===== config.mk =====
export PLATFORM = sky130hd
export DESIGN_NAME = mem_arbiter
export DESIGN_NICKNAME = d
export VERILOG_FILES = /design/src/rtl/mem_bus_pkg.sv /design/src/rtl/rr_arb2.sv /design/src/rtl/mem_arbiter.sv
export SDC_FILE = /design/constraint.sdc
export NUM_CORES = 1
export LEC_CHECK = 0
export CAP_MARGIN = 20
export CORE_MARGIN = 4
export CORE_UTILIZATION = 44
export DETAILED_ROUTE_END_ITERATION = 6
export PLACE_DENSITY = 0.85
export RECOVER_POWER = 100
export SLEW_MARGIN = 5
export SYNTH_ARGS = -nofsm -noshare
export SYNTH_HDL_FRONTEND = slang
export SYNTH_HIERARCHICAL = 1
export SYNTH_SLANG_ARGS = --single-unit

===== constraint.sdc =====
create_clock -name clk -period 3.41 [get_ports clk]
set_input_delay 0.682 -clock clk [delete_from_list [all_inputs] [get_ports clk]]
set_output_delay 0.682 -clock clk [all_outputs]
set_load 0.1 [all_outputs]

===== src/rtl/mem_bus_pkg.sv =====
// Shared definitions for the memory bus: command encodings, memory-mapped
// register addresses and the arbiter/sequencer FSM state encoding.
package mem_bus_pkg;

  localparam logic [1:0] MREAD  = 2'b01;
  localparam logic [1:0] MWRITE = 2'b10;

  localparam logic [8:0] LED_ADDR = 9'h100;
  localparam logic [8:0] SW_ADDR  = 9'h140;

  typedef enum logic [1:0] {
    StIdle   = 2'd0,
    StAccess = 2'd1,
    StResp   = 2'd2
  } state_e;

endpackage


===== src/rtl/rr_arb2.sv =====
// Two-input round-robin selector.
// Ports:
//   clk, reset : clock, asynchronous active-low reset
//   req[1:0]   : request vector
//   upd        : commit the current winner as last-granted
//   win[1:0]   : one-hot winner (zero when no request)
module rr_arb2 (
  input  logic       clk,
  input  logic       reset,
  input  logic [1:0] req,
  input  logic       upd,
  output logic [1:0] win
);

  // Id of the port granted last; starts at 1 so port 0 wins the first tie.
  logic last_q, last_d;

  always_comb begin
    win = 2'b00;
    case (req)
      2'b01:   win = 2'b01;
      2'b10:   win = 2'b10;
      2'b11:   win = last_q ? 2'b01 : 2'b10;
      default: win = 2'b00;
    endcase
  end

  always_comb begin
    last_d = last_q;
    if (upd && (win != 2'b00)) begin
      last_d = win[1];
    end
  end

  always_ff @(posedge clk or negedge reset) begin
    if (!reset) begin
      last_q <= 1'b1;
    end else begin
      last_q <= last_d;
    end
  end

endmodule


===== src/rtl/mem_arbiter.sv =====
// Two-port memory-bus arbiter and sequencer. Grants one request at a time
// (round-robin on ties), drives the shared RAM, owns the LED register and
// returns read data on a single muxed bus with per-port valid strobes.
// Ports:
//   clk, reset              : clock, asynchronous active-low reset
//   reqX/cmdX/addrX/wdataX  : master request, command, address, write data
//   gntX                    : request accepted at this rising edge
//   rvalidX, rdata          : read response strobe per port, shared data
//   ram_addr/ram_write/ram_din/ram_dout : RAM interface (1-cycle read)
//   sw, led                 : switch inputs, LED register
//   busy                    : sequencer not idle
module mem_arbiter
  import mem_bus_pkg::*;
#(
  parameter int unsigned DW = 16,
  parameter int unsigned AW = 9
) (
  input  logic          clk,
  input  logic          reset,
  input  logic          req0,
  input  logic          req1,
  input  logic [1:0]    cmd0,
  input  logic [1:0]    cmd1,
  input  logic [AW-1:0] addr0,
  input  logic [AW-1:0] addr1,
  input  logic [DW-1:0] wdata0,
  input  logic [DW-1:0] wdata1,
  output logic          gnt0,
  output logic          gnt1,
  output logic          rvalid0,
  output logic          rvalid1,
  output logic [DW-1:0] rdata,
  output logic [AW-2:0] ram_addr,
  output logic          ram_write,
  output logic [DW-1:0] ram_din,
  input  logic [DW-1:0] ram_dout,
  input  logic [7:0]    sw,
  output logic [7:0]    led,
  output logic          busy
);

  state_e state_q, state_d;

  logic [1:0]    cmd_q;
  logic [AW-1:0] addr_q;
  logic [DW-1:0] wdata_q;
  logic          port_q;
  logic [7:0]    led_q;
  logic [DW-1:0] rdata_q;

  logic [1:0]    win;
  logic          take;
  logic          in_ram, in_sw;
  logic          led_we;
  logic [DW-1:0] resp_data;

  // Gate with reset so no grant is reported while reset is held.
  assign take = reset && (state_q == StIdle) && (req0 || req1);

  rr_arb2 u_rr_arb2 (
    .clk   (clk),
    .reset (reset),
    .req   ({req1, req0}),
    .upd   (take),
    .win   (win)
  );

  // Decode on the latched address.
  assign in_ram = ~addr_q[AW-1];
  assign in_sw  = (addr_q == AW'(SW_ADDR));
  assign led_we = (state_q == StAccess) && (cmd_q == MWRITE) && (addr_q == AW'(LED_ADDR));

  // LED space and unmapped space both read as zero.
  always_comb begin
    resp_data = '0;
    if (in_ram) begin
      resp_data = ram_dout;
    end else if (in_sw) begin
      resp_data = {{(DW-8){1'b0}}, sw};
    end
  end

  // State register plus per-transaction latches.
  always_ff @(posedge clk or negedge reset) begin
    if (!reset) begin
      state_q <= StIdle;
      cmd_q   <= '0;
      addr_q  <= '0;
      wdata_q <= '0;
      port_q  <= 1'b0;
      led_q   <= '0;
      rdata_q <= '0;
    end else begin
      state_q <= state_d;
      if (take) begin
        cmd_q   <= win[1] ? cmd1   : cmd0;
        addr_q  <= win[1] ? addr1  : addr0;
        wdata_q <= win[1] ? wdata1 : wdata0;
        port_q  <= win[1];
      end
      if (led_we) begin
        led_q <= wdata_q[7:0];
      end
      if (state_q == StResp) begin
        rdata_q <= resp_data;
      end
    end
  end

  // Next-state logic.
  always_comb begin
    state_d = state_q;
    unique case (state_q)
      StIdle:   if (take) state_d = StAccess;
      StAccess: state_d = (cmd_q == MREAD) ? StResp : StIdle;
      StResp:   state_d = StIdle;
      default:  state_d = StIdle;
    endcase
  end

  // Outputs.
  always_comb begin
    gnt0      = take && win[0];
    gnt1      = take && win[1];
    rvalid0   = (state_q == StResp) && !port_q;
    rvalid1   = (state_q == StResp) && port_q;
    rdata     = (state_q == StResp) ? resp_data : rdata_q;
    ram_addr  = addr_q[AW-2:0];
    ram_din   = wdata_q;
    ram_write = (state_q == StAccess) && (cmd_q == MWRITE) && in_ram;
    led       = led_q;
    busy      = (state_q != StIdle);
  end

endmodule


## After elaboration in Yosys (flattened, before gate mapping)

Cells that the tools add are included.

| storage, ports and cells | value |
|---|---|
| bits in registers | 55 |
| latch bits | 0 |
| RAM bits | 0 |
| bits in read-only memories | 0 |
| input bits | 82 |
| output and inout port bits | 54 |
| word-level logic and storage cells | 45 |
| memories kept | 0 |

| cells by class | value |
|---|---|
| add/subtract/negate cells | 0 |
| multiply operators | 0 |
| div/mod/pow operators | 0 |
| magnitude comparators | 0 |
| equal/unequal tests | 10 |
| shifts and indexed selects | 0 |
| muxes and demuxes | 11 |
| bitwise logic cells | 1 |
| reduce and logical (&&, ||, !) cells | 15 |

Operators with widths:

| cell | count |
|---|---|
| two-way mux 16 bit | 3 |
| == test 9 bit (second input constant) | 2 |
| logical AND 1 bit | 10 |
| two-way mux 9 bit | 1 |
| == test 2 bit (second input constant) | 4 |
| two-way mux 2 bit | 4 |
| two-way mux 8 bit | 1 |
| == test 2 x 1 -> 1 bit (second input constant) | 3 |
| case mux 2 bit (3 select lines) | 1 |
| case mux 2 bit (2 select lines) | 1 |
| nonzero test 2 bit | 2 |
| zero test 2 bit | 1 |
| != test 2 bit (second input constant) | 1 |
| zero test 1 bit | 1 |
| logical OR 1 bit | 1 |
| inverter 1 bit | 1 |

## Logic depth before layout (Yosys ltp)

| depth | value |
|---|---|
| depth after elaboration | 5 |
| gate-level depth with buffers | 5 |
| gate-level depth less buffers | 4 |

## By module

The synthesis kept the hierarchy.

By module, submodules not included:

| module | instances | cells an instance | area each (um^2) | seq. area each (um^2) |
|---|---|---|---|---|
| mem_arbiter | 1 | 210 | 2678.8 | 1351.3 |
| rr_arb2 | 1 | 6 | 56.3 | 26.3 |

## Worst setup path before layout

Ideal clock, no wire load.

| path | value |
|---|---|
| path type | register to output |
| from | reg state_q[1] |
| to | out rdata[0] |
| arrival | 2.604 ns |
| path slack | 0.124 ns |
| cell stages (with the launch flop) | 6 |
| path buffers | 2 |
| cells stage by stage | dfrtp_1 nor2b_1 clkbuf_1 clkbuf_1 nor2_1 a31oi_1 |

| on the way | value |
|---|---|
| word-level cells in the longest chain between the ends | 2 |

Ends and longest elaborated chain:

| item | line | RTL |
|---|---|---|
| from (decl) | mem_arbiter.sv:42 | `state_e state_q, state_d;` |
| from (signal assigned) | mem_arbiter.sv:86 | `state_q <= StIdle;` |
| from (signal assigned) | mem_arbiter.sv:94 | `state_q <= state_d;` |
| == test 2 bit | mem_arbiter.sv:127 | `rdata = (state_q == StResp) ? resp_data : rdata_q;` |
| two-way mux 16 bit | n/a |  |
| to (decl) | mem_arbiter.sv:32 | `output logic [DW-1:0] rdata,` |

Every way passes these cells.

## Worst setup path after layout

| path | value |
|---|---|
| from | reg state_q[1] |
| to | out rdata[5] |

Same word-level chain as after synthesis.

==> summary.log <==
[status] result of the run finished clean
[worst_setup_path] worst setup path class flip-flop to primary output
[clock_tree] number of H-tree levels 2
[clock_tree] number of setup buffers added after CTS 0
[drt] number of antenna-violating nets in the routed design 0
[floorplanning] core footprint 5991 um^2
[sta] transition time at the pin with the least slew margin 1.363 ns
[sta] total of endpoints with negative setup slack in the final report 0
[clock_tree] post-CTS sizing 0
[clock_tree] clock net sink count 55
[drt] detailed-route wire length 6980 um
[clock_tree] number of buffers created by CTS 5
[logic_synthesis] netlist area before placement 2735 um^2
[grt] All-Layer GR Usage 0.1826
[logic_synthesis] synthesized area per cell 12.66 um^2
[worst_setup_path] arrival time of data at the critical path endpoint 2.42 ns
[place] DP Wirelength 5444 um
[floorplanning] number of rows in the core area 28
[logic_synthesis] ranking of synthesized cells by area sky130_fd_sc_hd__dfrtp_1 (49%), sky130_fd_sc_hd__mux2_2 (12%), sky130_fd_sc_hd__mux2_1 (11%)
[clock_tree] hold buffer count at cts 0
[logic_synthesis] library cells used by synthesis 30
[finish] fin nets 424
[worst_setup_path] CP required 2.73 ns
[power_and_ir_drop] power consumption 3762 uW
[drt] routed via count divided by cell count 5.065
[logic_synthesis] sequential share of the synthesized area 0.5037
[floorplanning] I/O pin cnt 136
[logic_synthesis] dominant cell type by area after synthesis sky130_fd_sc_hd__dfrtp_1
[grt] global-route wire length before repair 10870 um
[power_and_ir_drop] sequential cell fraction of total power 0.268
[sta] worst-case clock skew 0.01381 ns
[sta] RSZ-0062 raised after global routing no
[logic_synthesis] area share of the largest cell type after synthesis 0.4941
[clock_tree] cell at the root of the clock tree sky130_fd_sc_hd__clkbuf_8
[power_and_ir_drop] Pleak 0.001726 uW
[worst_setup_path] type of element capturing the critical path primary output
[place] RePlAce Congestion 0.7461
[floorplanning] chip height 86.84 um
[power_and_ir_drop] power share of the clock group 0.097
[logic_synthesis] number of standard cells after synthesis 216
[logic_synthesis] Yosys warning count 6
[floorplanning] DIE AREA 7541 um^2
[drt] via count of the routed design 2117
[place] IO buf count 135
[logic_synthesis] xor/xnor share of the synthesized area 0
[grt] via count of the first global-routing pass 2208
[drt] First DRT Iteration DRCs 83
[sta] setup TNS 0 ns
[sta] Fin. Hold Viols 0
[sta] clock period minus final worst setup slack 3.103 ns
[job] number of max-capacitance violations reported 0
[finish] area delta synth->final 48.99%
[logic_synthesis] post-synthesis compound-gate area fraction 0.02790
[logic_synthesis] largest family of logic cells by synthesized area multiplexers
[power_and_ir_drop] NetSw 2159 uW
[logic_synthesis] mux contribution to synthesized area 0.2704
[sta] post-route clock period utilization 0.9101
[clock_tree] TritonCTS clock tree built
[floorplanning] initial standard-cell utilization of the core 0.4566
[logic_synthesis] arithmetic-cell share of the synthesized area counting full adders, half adders and majority gates 0
[power_and_ir_drop] switch share 0.5740
[power_and_ir_drop] internal power 1602 uW
[worst_setup_path] CP max FO 25
[clock_tree] Longest Clk Path Bufs 2
[clock_tree] clock slew seen by the registers of the worst setup and hold paths 0.10 ns
[grt] maximum number of pins on one net before global-route repair 57
[clock_tree] clock latency of the later-clocked register in the worst-skew pair 0.30 ns
[logic_synthesis] area fraction in and, or, nand and nor cells after synthesis 0.1505
[grt] antenna violations before repair 0
[power_and_ir_drop] power density over the cells 923.1 nW/um^2
[logic_synthesis] number of flip-flops and latches in the synthesized netlist 55
[drt] wire length per cell after detailed routing 16.70 um
[worst_setup_path] critical path launch point type flip-flop
[finish] share of cells above drive strength 1 0.1924
[finish] antenna cells 0
[min_path] worst hold path class flip-flop to flip-flop
[logic_synthesis] number of nets in the synthesized netlist 298
[sta] highest achievable clock rate 0.3222 GHz
[drt] TritonRoute pass-1 iters 4
[grt] total gr overflow 0
[drt] number of DRC violations after detailed routing 0
[floorplanning] Die X-Extent 86.84 um
[power_and_ir_drop] combinational cell fraction of total power 0.635
[sta] Slew Limit Fails 0
[power_and_ir_drop] peak ir drop on the vdd network 579.1 uV
[sta] max_slew headroom 0.09109
## cell usage in the layout, fill, tap and decap left out
cell / Yosys / routed
sky130_fd_sc_hd__a21boi_1: 1 / 1
sky130_fd_sc_hd__a21boi_4: 0 / 1
sky130_fd_sc_hd__a21oi_1: 1 / 1
sky130_fd_sc_hd__a31oi_1: 9 / 9
sky130_fd_sc_hd__and2_0: 0 / 3
sky130_fd_sc_hd__and4b_1: 1 / 1
sky130_fd_sc_hd__buf_12: 0 / 10
sky130_fd_sc_hd__buf_4: 8 / 1
sky130_fd_sc_hd__clkbuf_1: 7 / 24
sky130_fd_sc_hd__clkbuf_2: 0 / 10
sky130_fd_sc_hd__clkbuf_8: 0 / 6
sky130_fd_sc_hd__clkdlybuf4s50_1: 0 / 79
sky130_fd_sc_hd__clkinv_2: 0 / 1
sky130_fd_sc_hd__dfrtp_1: 54 / 54
sky130_fd_sc_hd__dfstp_2: 1 / 1
sky130_fd_sc_hd__dlygate4sd3_1: 0 / 17
sky130_fd_sc_hd__inv_1: 1 / 1
sky130_fd_sc_hd__mux2_1: 27 / 35
sky130_fd_sc_hd__mux2_2: 28 / 28
sky130_fd_sc_hd__nand2_1: 16 / 16
sky130_fd_sc_hd__nand2b_1: 3 / 3
sky130_fd_sc_hd__nand2b_2: 6 / 6
sky130_fd_sc_hd__nand3b_1: 8 / 8
sky130_fd_sc_hd__nand4_1: 8 / 8
sky130_fd_sc_hd__nor2_1: 10 / 10
sky130_fd_sc_hd__nor2b_1: 2 / 2
sky130_fd_sc_hd__nor3b_1: 1 / 2
sky130_fd_sc_hd__nor4_4: 1 / 1
sky130_fd_sc_hd__nor4b_4: 1 / 1
sky130_fd_sc_hd__nor4bb_1: 2 / 2
sky130_fd_sc_hd__or2_1: 1 / 1
## critical path: stages (launching register included)
cell and delay, ns:
sky130_fd_sc_hd__dfrtp_1 0.41, sky130_fd_sc_hd__nor2b_1 0.14, sky130_fd_sc_hd__clkbuf_1 0.78, sky130_fd_sc_hd__nor2_1 0.09, sky130_fd_sc_hd__a31oi_1 0.20, sky130_fd_sc_hd__clkbuf_2 0.49
## state kept, by name, indices dropped and copies added, names as in the netlist
signal            count
addr_q                9
cmd_q                 2
led                   8
port_q                1
ram_din              16
state_q               2
u_rr_arb2/last_q      1
rdata_q              16
## area by class of cell
class / instances / area, um^2
Clock inverter: 1 / 5.005
Tap cell: 75 / 93.84
Clock buffer: 7 / 86.33
Timing Repair Buffer: 140 / 1305
Fill cell: 470 / 1916
Multi-Input combinational cell: 139 / 1204
Sequential cell: 55 / 1378
Inverter: 1 / 3.754
## path summary, 6_finish.rpt
kind                            depth (start not counted)  slack (ns)                 endpoint                    from
worst max-delay path                                    5        0.31                 rdata[5]  state_q[1]$_DFFE_PN0P_
worst min register to register                          1        0.44   state_q[1]$_DFFE_PN0P_    cmd_q[1]$_DFFE_PN0P_
max in group asynchronous                               2        1.74    rdata_q[10]$_DFF_PN0_                   reset
worst max register to register                          4        0.87  ram_din[11]$_DFFE_PN0P_  state_q[1]$_DFFE_PN0P_
worst min-delay path                                    1        0.44   state_q[1]$_DFFE_PN0P_    cmd_q[1]$_DFFE_PN0P_
min in group asynchronous                               2        0.86     rdata_q[2]$_DFF_PN0_                   reset
## cell families after synthesis
group,after synthesis
and+or+nand+nor,64
AOI/OAI and AO/OA,12
muxes,63
DFF,55
buffers and inverters,22
## power by group through the flow
stage / clock network (uW) / logic [uW] / registers (uW)
CTS: 372 / 2670 / 1020
finish: 367 / 2390 / 1010
global route: 402 / 2460 / 1040
floorplan: 0 / 1410 / 1460
detailed placement: 0 / 2670 / 1030
global placement: 0 / 2640 / 1020
## cell usage after synthesis
master and n:
sky130_fd_sc_hd__nor4_4 1, sky130_fd_sc_hd__or2_1 1, sky130_fd_sc_hd__nand3b_1 8, sky130_fd_sc_hd__buf_4 8
sky130_fd_sc_hd__nand2_1 16, sky130_fd_sc_hd__nor3b_2 1, sky130_fd_sc_hd__buf_6 1, sky130_fd_sc_hd__a21boi_1 1
sky130_fd_sc_hd__mux2_2 28, sky130_fd_sc_hd__and4b_1 1, sky130_fd_sc_hd__mux2_1 27, sky130_fd_sc_hd__and2_1 3
sky130_fd_sc_hd__a31oi_1 9, sky130_fd_sc_hd__dlygate4sd1_1 1, sky130_fd_sc_hd__buf_2 4, sky130_fd_sc_hd__nor2b_1 2
sky130_fd_sc_hd__a21boi_0 1, sky130_fd_sc_hd__nand2b_2 6, sky130_fd_sc_hd__nor4bb_1 2, sky130_fd_sc_hd__mux2_4 8
sky130_fd_sc_hd__clkbuf_1 7, sky130_fd_sc_hd__nand2b_1 3, sky130_fd_sc_hd__nor4b_4 1, sky130_fd_sc_hd__dfrtp_1 54
sky130_fd_sc_hd__nand4_1 8, sky130_fd_sc_hd__inv_1 1, sky130_fd_sc_hd__dfstp_2 1, sky130_fd_sc_hd__nor3b_1 1
sky130_fd_sc_hd__nor2_1 10, sky130_fd_sc_hd__a21oi_1 1
## stage by stage
step	area, um^2	instances	utilization	setup slack, ns	hold WS (ns)
6_report	4075	418	0.6802	0.3067	0.4376
2_1_floorplan	2735	216	-	0.1241	0.3864
4_1_cts	4338	418	0.7241	0.4539	0.4419
5_1_grt	4075	418	0.6802	0.1338	0.4680
3_5_place_dp	4247	410	0.7089	0.6575	0.4453
3_3_place_gp	4247	410	0.7089	0.7173	0.4364
## per-layer routing
layer  global-route usage  wire [um]  vias up
li1                     -          -     1009
met1               0.2264       2886     1013
met2               0.3140       3457       82
met3              0.04183        495       13
met4              0.05807        140        0
met5                    0          0        -
(Power assumes the default switching activity.)
